File: config.mk
export PLATFORM = sky130hd
export DESIGN_NAME = rr_req_agent
export DESIGN_NICKNAME = d
export VERILOG_FILES = /design/src/rtl/rr_req_agent.sv
export SDC_FILE = /design/constraint.sdc
export NUM_CORES = 1
export LEC_CHECK = 0
export ABC_CLOCK_PERIOD_IN_PS = 4200
export BUFFER_PORTS_ARGS = -buffer_cell sky130_fd_sc_hd__buf_2
export CORE_ASPECT_RATIO = 0.75
export CORE_UTILIZATION = 42
export CTS_CLUSTER_SIZE = 28
export DETAILED_ROUTE_END_ITERATION = 10
export GPL_TIMING_DRIVEN = 0
export PLACE_DENSITY_LB_ADDON = 0.08
export SLEW_MARGIN = 15
export SYNTH_ARGS = -nofsm -noshare
export SYNTH_HDL_FRONTEND = slang
export SYNTH_SLANG_ARGS = --single-unit
File: constraint.sdc
create_clock -name clk -period 4.2 [get_ports clk]
set_clock_uncertainty 0.1 [all_clocks]
set_input_delay 0.84 -clock clk [delete_from_list [all_inputs] [get_ports clk]]
set_output_delay 0.84 -clock clk [all_outputs]
set_load 0.03 [all_outputs]
File: src/rtl/rr_req_agent.sv
// rtl/rr_req_agent.sv - requester front end for the round-robin arbiter
// Optional starvation counters: define RR_AGENT_TIMEOUT_EN.
module rr_req_agent #(
    parameter int N       = 4,
    parameter int LW      = 2,
    parameter int TIMEOUT = 64
) (
    input  logic                 clk,
    input  logic                 rst,
    input  logic [N-1:0]         cl_valid,
    input  logic [N*LW-1:0]      cl_len,
    output logic [N-1:0]         cl_ready,
    output logic [N-1:0]         req,
    input  logic [N-1:0]         grant,
    input  logic                 grant_valid,
    output logic                 bus_valid,
    output logic [$clog2(N)-1:0] bus_owner,
    output logic [LW-1:0]        bus_beat,
    output logic                 bus_last,
    output logic [N-1:0]         done,
    output logic                 err,
    output logic [N-1:0]         starve
);

    localparam int OW = $clog2(N);

    typedef enum logic [1:0] {
        S_IDLE,
        S_REQ,
        S_XFER
    } state_t;

    state_t        state [N];
    logic [LW-1:0] len_q [N];

    logic [N-1:0]  pend;
    logic [N-1:0]  pend_nxt;
    logic [N-1:0]  accept;
    logic          busy;
    logic          busy_nxt;
    logic          grant_onehot;
    logic          grant_bad;
    logic          take;
    logic          burst_end;
    logic [OW-1:0] grant_idx;
    logic [LW-1:0] beat_inc;

    // The bus being occupied is exactly the "busy" condition.
    assign busy      = bus_valid;
    assign accept    = cl_valid & cl_ready;
    assign burst_end = bus_valid & bus_last;
    assign beat_inc  = bus_beat + LW'(1);

    assign grant_onehot = (grant != '0) && ((grant & (grant - N'(1))) == '0);
    // A malformed grant is flagged even during a burst; a well-formed grant during a burst is simply ignored.
    assign grant_bad = grant_valid & (~grant_onehot | (~busy & ((grant & pend) == '0)));
    assign take      = grant_valid & grant_onehot & ~busy & ((grant & pend) != '0);

    // Pending flags, grant index and next-cycle bus lock used to register req.
    always_comb begin
        grant_idx = '0;
        for (int i = 0; i < N; i++) begin
            pend[i] = (state[i] == S_REQ);
            if (grant[i]) grant_idx = OW'(i);
        end
        pend_nxt = (pend & ~(grant & {N{take}})) | accept;
        busy_nxt = take | (busy & ~burst_end);
    end

    // Per-client FSMs, bus sequencer and sticky error flag.
    always_ff @(posedge clk) begin
        if (rst) begin
            for (int i = 0; i < N; i++) begin
                state[i] <= S_IDLE;
                len_q[i] <= '0;
            end
            cl_ready  <= '1;
            req       <= '0;
            bus_valid <= 1'b0;
            bus_owner <= '0;
            bus_beat  <= '0;
            bus_last  <= 1'b0;
            done      <= '0;
            err       <= 1'b0;
        end else begin
            for (int i = 0; i < N; i++) begin
                case (state[i])
                    S_IDLE: begin
                        if (accept[i]) begin
                            state[i]    <= S_REQ;
                            len_q[i]    <= cl_len[i*LW +: LW];
                            cl_ready[i] <= 1'b0;
                        end
                    end
                    S_REQ: begin
                        if (take && grant[i]) state[i] <= S_XFER;
                    end
                    S_XFER: begin
                        if (burst_end) begin
                            state[i]    <= S_IDLE;
                            cl_ready[i] <= 1'b1;
                        end
                    end
                    default: state[i] <= S_IDLE;
                endcase
            end

            // Requests are suppressed while the bus is (or is about to be) owned.
            req  <= pend_nxt & {N{~busy_nxt}};
            done <= '0;

            if (take) begin
                bus_valid <= 1'b1;
                bus_owner <= grant_idx;
                bus_beat  <= '0;
                bus_last  <= (len_q[grant_idx] == '0);
                done      <= (len_q[grant_idx] == '0) ? grant : '0;
            end else if (bus_valid) begin
                if (bus_last) begin
                    bus_valid <= 1'b0;
                    bus_last  <= 1'b0;
                    bus_beat  <= '0;
                end else begin
                    bus_beat <= beat_inc;
                    bus_last <= (beat_inc == len_q[bus_owner]);
                    done     <= (beat_inc == len_q[bus_owner]) ? (N'(1) << bus_owner) : '0;
                end
            end

            if (grant_bad) err <= 1'b1;
        end
    end

`ifdef RR_AGENT_TIMEOUT_EN
    localparam int CW = $clog2(TIMEOUT + 1);

    logic [CW-1:0] wait_cnt [N];

    // Count cycles a client stays in REQ; pulse starve each TIMEOUT cycles and restart.
    always_ff @(posedge clk) begin
        if (rst) begin
            for (int i = 0; i < N; i++) wait_cnt[i] <= '0;
            starve <= '0;
        end else begin
            for (int i = 0; i < N; i++) begin
                if (pend[i] && pend_nxt[i]) begin
                    if (wait_cnt[i] == CW'(TIMEOUT - 1)) begin
                        wait_cnt[i] <= '0;
                        starve[i]   <= 1'b1;
                    end else begin
                        wait_cnt[i] <= wait_cnt[i] + CW'(1);
                        starve[i]   <= 1'b0;
                    end
                end else begin
                    wait_cnt[i] <= '0;
                    starve[i]   <= 1'b0;
                end
            end
        end
    end
`else
    logic timeout_unused;

    assign timeout_unused = (TIMEOUT > 0);
    assign starve         = '0;
`endif

endmodule
# After elaboration in Yosys (flattened, before gate mapping)
# Memory sizes are Yosys's and may differ from the RTL's. A register that Yosys moved wholly into a read port is not among the register bits.
# Index checks and enable logic that the tools add are counted.
dict set report classes {
  add_sub_neg 2
  eq_ne 17
  shift 1
  n_mux 105
  n_bitwise 41
  n_reduce_logical 28
}
# cell count
set op_table {}
lappend op_table {{$mux 1} 71}
lappend op_table {{$mux 2} 25}
lappend op_table {{$and 4x4->4} 6}
lappend op_table {{$or 1x1->1} 22}
lappend op_table {{$mux 4} 5}
lappend op_table {{$ne 2x2->1 const B} 8}
lappend op_table {{$reduce_and 3->1} 4}
lappend op_table {{$reduce_or 3->1} 4}
lappend op_table {{$logic_not 2->1} 5}
lappend op_table {{$reduce_bool 2->1} 5}
lappend op_table {{$eq 2x1->1 const B} 4}
lappend op_table {{$eq 2x2->1 const B} 4}
lappend op_table {{$logic_not 4->1} 2}
lappend op_table {{$pmux 1 s2} 4}
lappend op_table {{$reduce_bool 4->1} 2}
lappend op_table {{$and 1x1->1} 7}
lappend op_table {{$logic_and 1x1->1} 5}
lappend op_table {{$not 1->1} 4}
lappend op_table {{$not 4->4} 1}
lappend op_table {{$or 4x4->4} 1}
lappend op_table {{$shl 1x2->4 const A} 1}
lappend op_table {{$sub 4x1->4 const B} 1}
lappend op_table {{$add 2x1->2 const B} 1}
lappend op_table {{$eq 2x2->1} 1}
lappend op_table {{$reduce_or 2->1} 1}
dict set report totals {
  ff_bits 19
  mem_bits_rw 16
  input_bits 19
  out_inout_bits 23
  wordCells 207
  n_memories 2
}
# name words word_bits read_ports rd_ports_with_merged_regs wr line
set memory_table {}
lappend memory_table {len_q 4 2 2 1 4 34} ;# logic [LW-1:0] len_q [N];
lappend memory_table {state 4 2 4 0 4 33} ;# state_t state [N];

# Depth between registers and ports, before layout
dict set report depth {
  word_depth 15
  ltp_mapped 6
  ltp_nobuf 5
}

# Worst setup path after synthesis
# No wires, ideal clock.
dict set report synth_timing {
  kind {input port to flip-flop}
  startpoint {input port grant[2]}
  endpoint {memory state[1][1] (netlist name) (data pin)}
  setup_ns 0.255
  t_arrival_ns 1.961
  required_ns 3.845
  slack_ns 1.884
  stages 6
  cell_sequence {buf_4 -> xor2_1 -> o211a_1 -> o211ai_2 -> nor2_1 -> and3_1}
}
# element line
set synth_rtl {}
lappend synth_rtl {{start, declared} 14} ;# input logic [N-1:0] grant,
lappend synth_rtl {{end, declared} 33}

==> impl_results.rst <==
.. list-table::
   :header-rows: 1

   * - Metric
     - Value
   * - Number of flops mapped to enable cells by yosys
     - 16
   * - Required @ worst endpoint
     - approximately 4.2 ns
   * - Die outline area
     - 4610 µm²
   * - Reg-to-reg startpoint
     - state[2][1]$_SDFFCE_PP0P_
   * - Post-DP HPWL
     - just over 3 mm
   * - Die extent in y
     - 59.0 µm
   * - Core outline area
     - 4100 µm²
   * - Static Leak
     - 0.879 nW
   * - Syn-to-layout area delta
     - 18.2%
   * - Critical R2R Capture
     - state[2][0]$_SDFFCE_PP0P_
   * - Placement row count
     - 20
   * - Worst-case vdd ir drop
     - ~0.2 mV
   * - Initial antenna violation count
     - 0
   * - Highest fanout seen on the critical path
     - 10
   * - Endpoint of the worst hold-timing path
     - err$_SDFFE_PP0P_
   * - Total negative slack
     - 0 ns
   * - Routed wire length per instance
     - 15.2 µm
   * - Root buffer cell
     - clkbuf_8
   * - CTS tree
     - yes
   * - Post-synthesis sequential area ratio
     - 49.5%
   * - Share of cells above drive strength 1
     - between 20% and 30%
   * - Diode insertion count for antenna repair
     - 0
   * - Commonest non-fill, non-tap cells in the layout
     - 34 x buf_2, 21 x dfxtp_1, 17 x nor2_1
   * - Number of clock buffers inserted by TritonCTS
     - 5
   * - Final number of setup-violating endpoints
     - 0
   * - Commonest non-fill, non-tap cell in the layout
     - buf_2
   * - Asr flop ratio synth
     - 0%
   * - Fmax
     - 438 MHz
   * - Post-CTS Setup Repair Bufs
     - 0
   * - Netlist cell types
     - 46
   * - Final number of max-transition violations
     - 0
   * - Setup slack after layout
     - roughly 1.9 ns
   * - Area of the mapped netlist
     - 1820 µm²
   * - Remaining antenna violation count
     - 0
   * - Maximum number of pins on one net before global-route repair
     - 13
   * - Nature of the critical path endpoint
     - flop
   * - DRC errors left
     - 0
   * - Instance count after placement with tap cells included
     - 268
   * - Clock latency reported for the late side of the worst-skew pair
     - 0.30 ns
   * - Aggregate routed wire length
     - 4.21 mm
   * - Launch instance of the worst min-delay path
     - err$_SDFFE_PP0P_
   * - Yosys Warn Count
     - 0
   * - Final standard cell count with taps included and fillers excluded
     - 276
   * - HP Class
     - flop to flop
   * - Starting utilization of the core area
     - 44.4%
   * - Count of boundary I/O pins
     - 42
   * - Post-DR vias/cell
     - 5.39
   * - Number of gates given a new drive strength after cts
     - 0
   * - Final Critical Period
     - about 2.3 ns
   * - Post-placement setup slack
     - 1.61 ns
   * - Number of global-route vias before repair
     - 1402
   * - # H-tree levels
     - 2
   * - Transition time at the pin with the least slew margin
     - 0.508 ns
   * - Final Hold Fails
     - 0
   * - Flip-flop and latch count after synthesis
     - 37
   * - Critical path startpoint category
     - primary input
   * - Wire length of the first global-routing pass
     - 6.78 mm
   * - Floorplan die width
     - 78.1 µm
   * - Most used flip-flop cell after synthesis
     - dfxtp_1
   * - Setup repair after global routing missed its margin
     - false
   * - 1st-pass router iterations
     - 4
   * - Number of hold-repair buffers added at the cts stage
     - 0
   * - Worst-case reg-to-reg path depth
     - 4
   * - Gpl congestion
     - a little under 0.8
   * - Hold path cells
     - 2
   * - GR Util All Layers
     - 20.1%
   * - R2R setup slack
     - 2.24 ns
   * - Crit path arrival time
     - 2.24 ns
   * - Largest buffer count on any clock path
     - 2
   * - Start-to-end type of the worst setup path
     - primary input to flop
   * - Global route total overflow
     - 0
   * - Max capacitance violation total
     - 0
   * - End-of-flow core utilization
     - a little over half
   * - Power per unit of standard cell area
     - 392 nW/µm²
   * - Mean instance size in the synthesized netlist
     - about 10 µm²
   * - Final net count
     - 239
   * - Run status
     - finished clean
   * - Clock edge transition at the registers on the reported setup and hold paths
     - about 0.07 ns
   * - Count of routing violations after the opening detailed-route iteration
     - 81
   * - Gate count of the mapped netlist
     - 177
   * - Total clock sinks
     - 37
   * - IO buf count
     - 33
   * - Worst max-slew margin expressed relative to the limit
     - 66.0%
   * - Via count
     - 1489
   * - Period Utilization, post-route
     - 54.3%
-- metal layers --
layer  vias to the layer above  GRT usage [%]  part of all wire [%]
met5                         -              0                     0
met4                         0           9.52                   1.9
met3                         8           4.31                   6.7
met2                        43           32.8                    45
met1                       722           25.7                    46
li1                        716              -                     -
-- where the power goes --
group          total, W  internal [W]  switching (W)  leakage [nW]
Combinational  0.000154     0.0000602      0.0000941         0.492
Clock          0.000251      0.000114       0.000137        0.0439
Sequential     0.000439      0.000409      0.0000295         0.342
-- final cells by class --
class / count / area [µm²]
buffer: 9 / 72.6
clock buffer: 5 / 68.8
clock inverter: 3 / 17.5
fill: 392 / 1950
inverter: 7 / 26.3
multi-input combinational: 127 / 833
sequential: 37 / 901
tap: 55 / 68.8
timing repair buffer: 33 / 165
-- registers in the layout (all words and copies together) (netlist names), named ones only --
| register | count |
|---|---|
| len_q | 8 |
| state | 8 |
| cl_ready | 4 |
| done | 4 |
| req | 4 |
| bus_beat | 2 |
| bus_owner | 2 |
| bus_last | 1 |
| bus_valid | 1 |
| err | 1 |
-- synth_stat cells, drive strengths merged (3+ instances only) --
library cell  count  area share [%]
dfxtp            21              23
nor2             17             3.5
edfxtp           16              26
a21oi            14             4.1
and2              9             3.1
buf               9             4.0
nand2             9             1.9
nor3              9             2.7
o21ai             9             2.5
nand2b            8             2.7
inv               7             1.4
nand3b            6             2.5
nor4              5             2.5
and3              3             1.0
mux2              3             1.9
nor3b             3             1.5
o211ai            3             1.5
-- how the worst max path moves through the flow --
| stage | start | endpoint | slack (ns) | cells after the start |
|---|---|---|---|---|
| after floorplan | grant[2] | state[1][1]$_SDFFCE_PP0P_ | 1.88 | 6 |
| after global placement | grant[2] | state[2][1]$_SDFFCE_PP0P_ | 1.62 | 6 |
| after detailed placement | grant[2] | state[1][1]$_SDFFCE_PP0P_ | 1.61 | 6 |
| after CTS | grant[2] | state[2][1]$_SDFFCE_PP0P_ | 1.92 | 6 |
| after global routing | grant[1] | state[2][1]$_SDFFCE_PP0P_ | 1.83 | 6 |
| final | grant[2] | state[2][1]$_SDFFCE_PP0P_ | 1.92 | 6 |
-- per-stage QoR --
stage / hold slack (ns) / power [W] / instance area (µm²)
6_report: 0.372 / 0.000844 / 2150
5_1_grt: 0.433 / 0.000879 / 2150
4_1_cts: 0.383 / 0.000848 / 2150
3_5_place_dp: 0.366 / 0.000600 / 2070
3_3_place_gp: 0.349 / 0.000596 / 2070
2_1_floorplan: 0.461 / 0.000554 / 1830
-- worst max-delay path, stage by stage --
cell	delay, ns
buf_4	0.15
xor2_1	0.16
o211a_1	0.26
o211ai_2	0.44
nor2_1	0.16
and3_1	0.22
-- kinds of logic (layout without fill, tap and decap cells) --
family,Yosys count,in the layout,synth area share [%]
other,1,4,0.206
AOI/OAI and AO/OA,41,41,15.0
muxes,6,6,5.08
buffers and inverters,16,57,5.43
and+or+nand+nor,74,74,23.5
DFF,37,37,49.5
xor gates and xnor gates,2,2,1.37
Power figures use the tool's default switching activity.
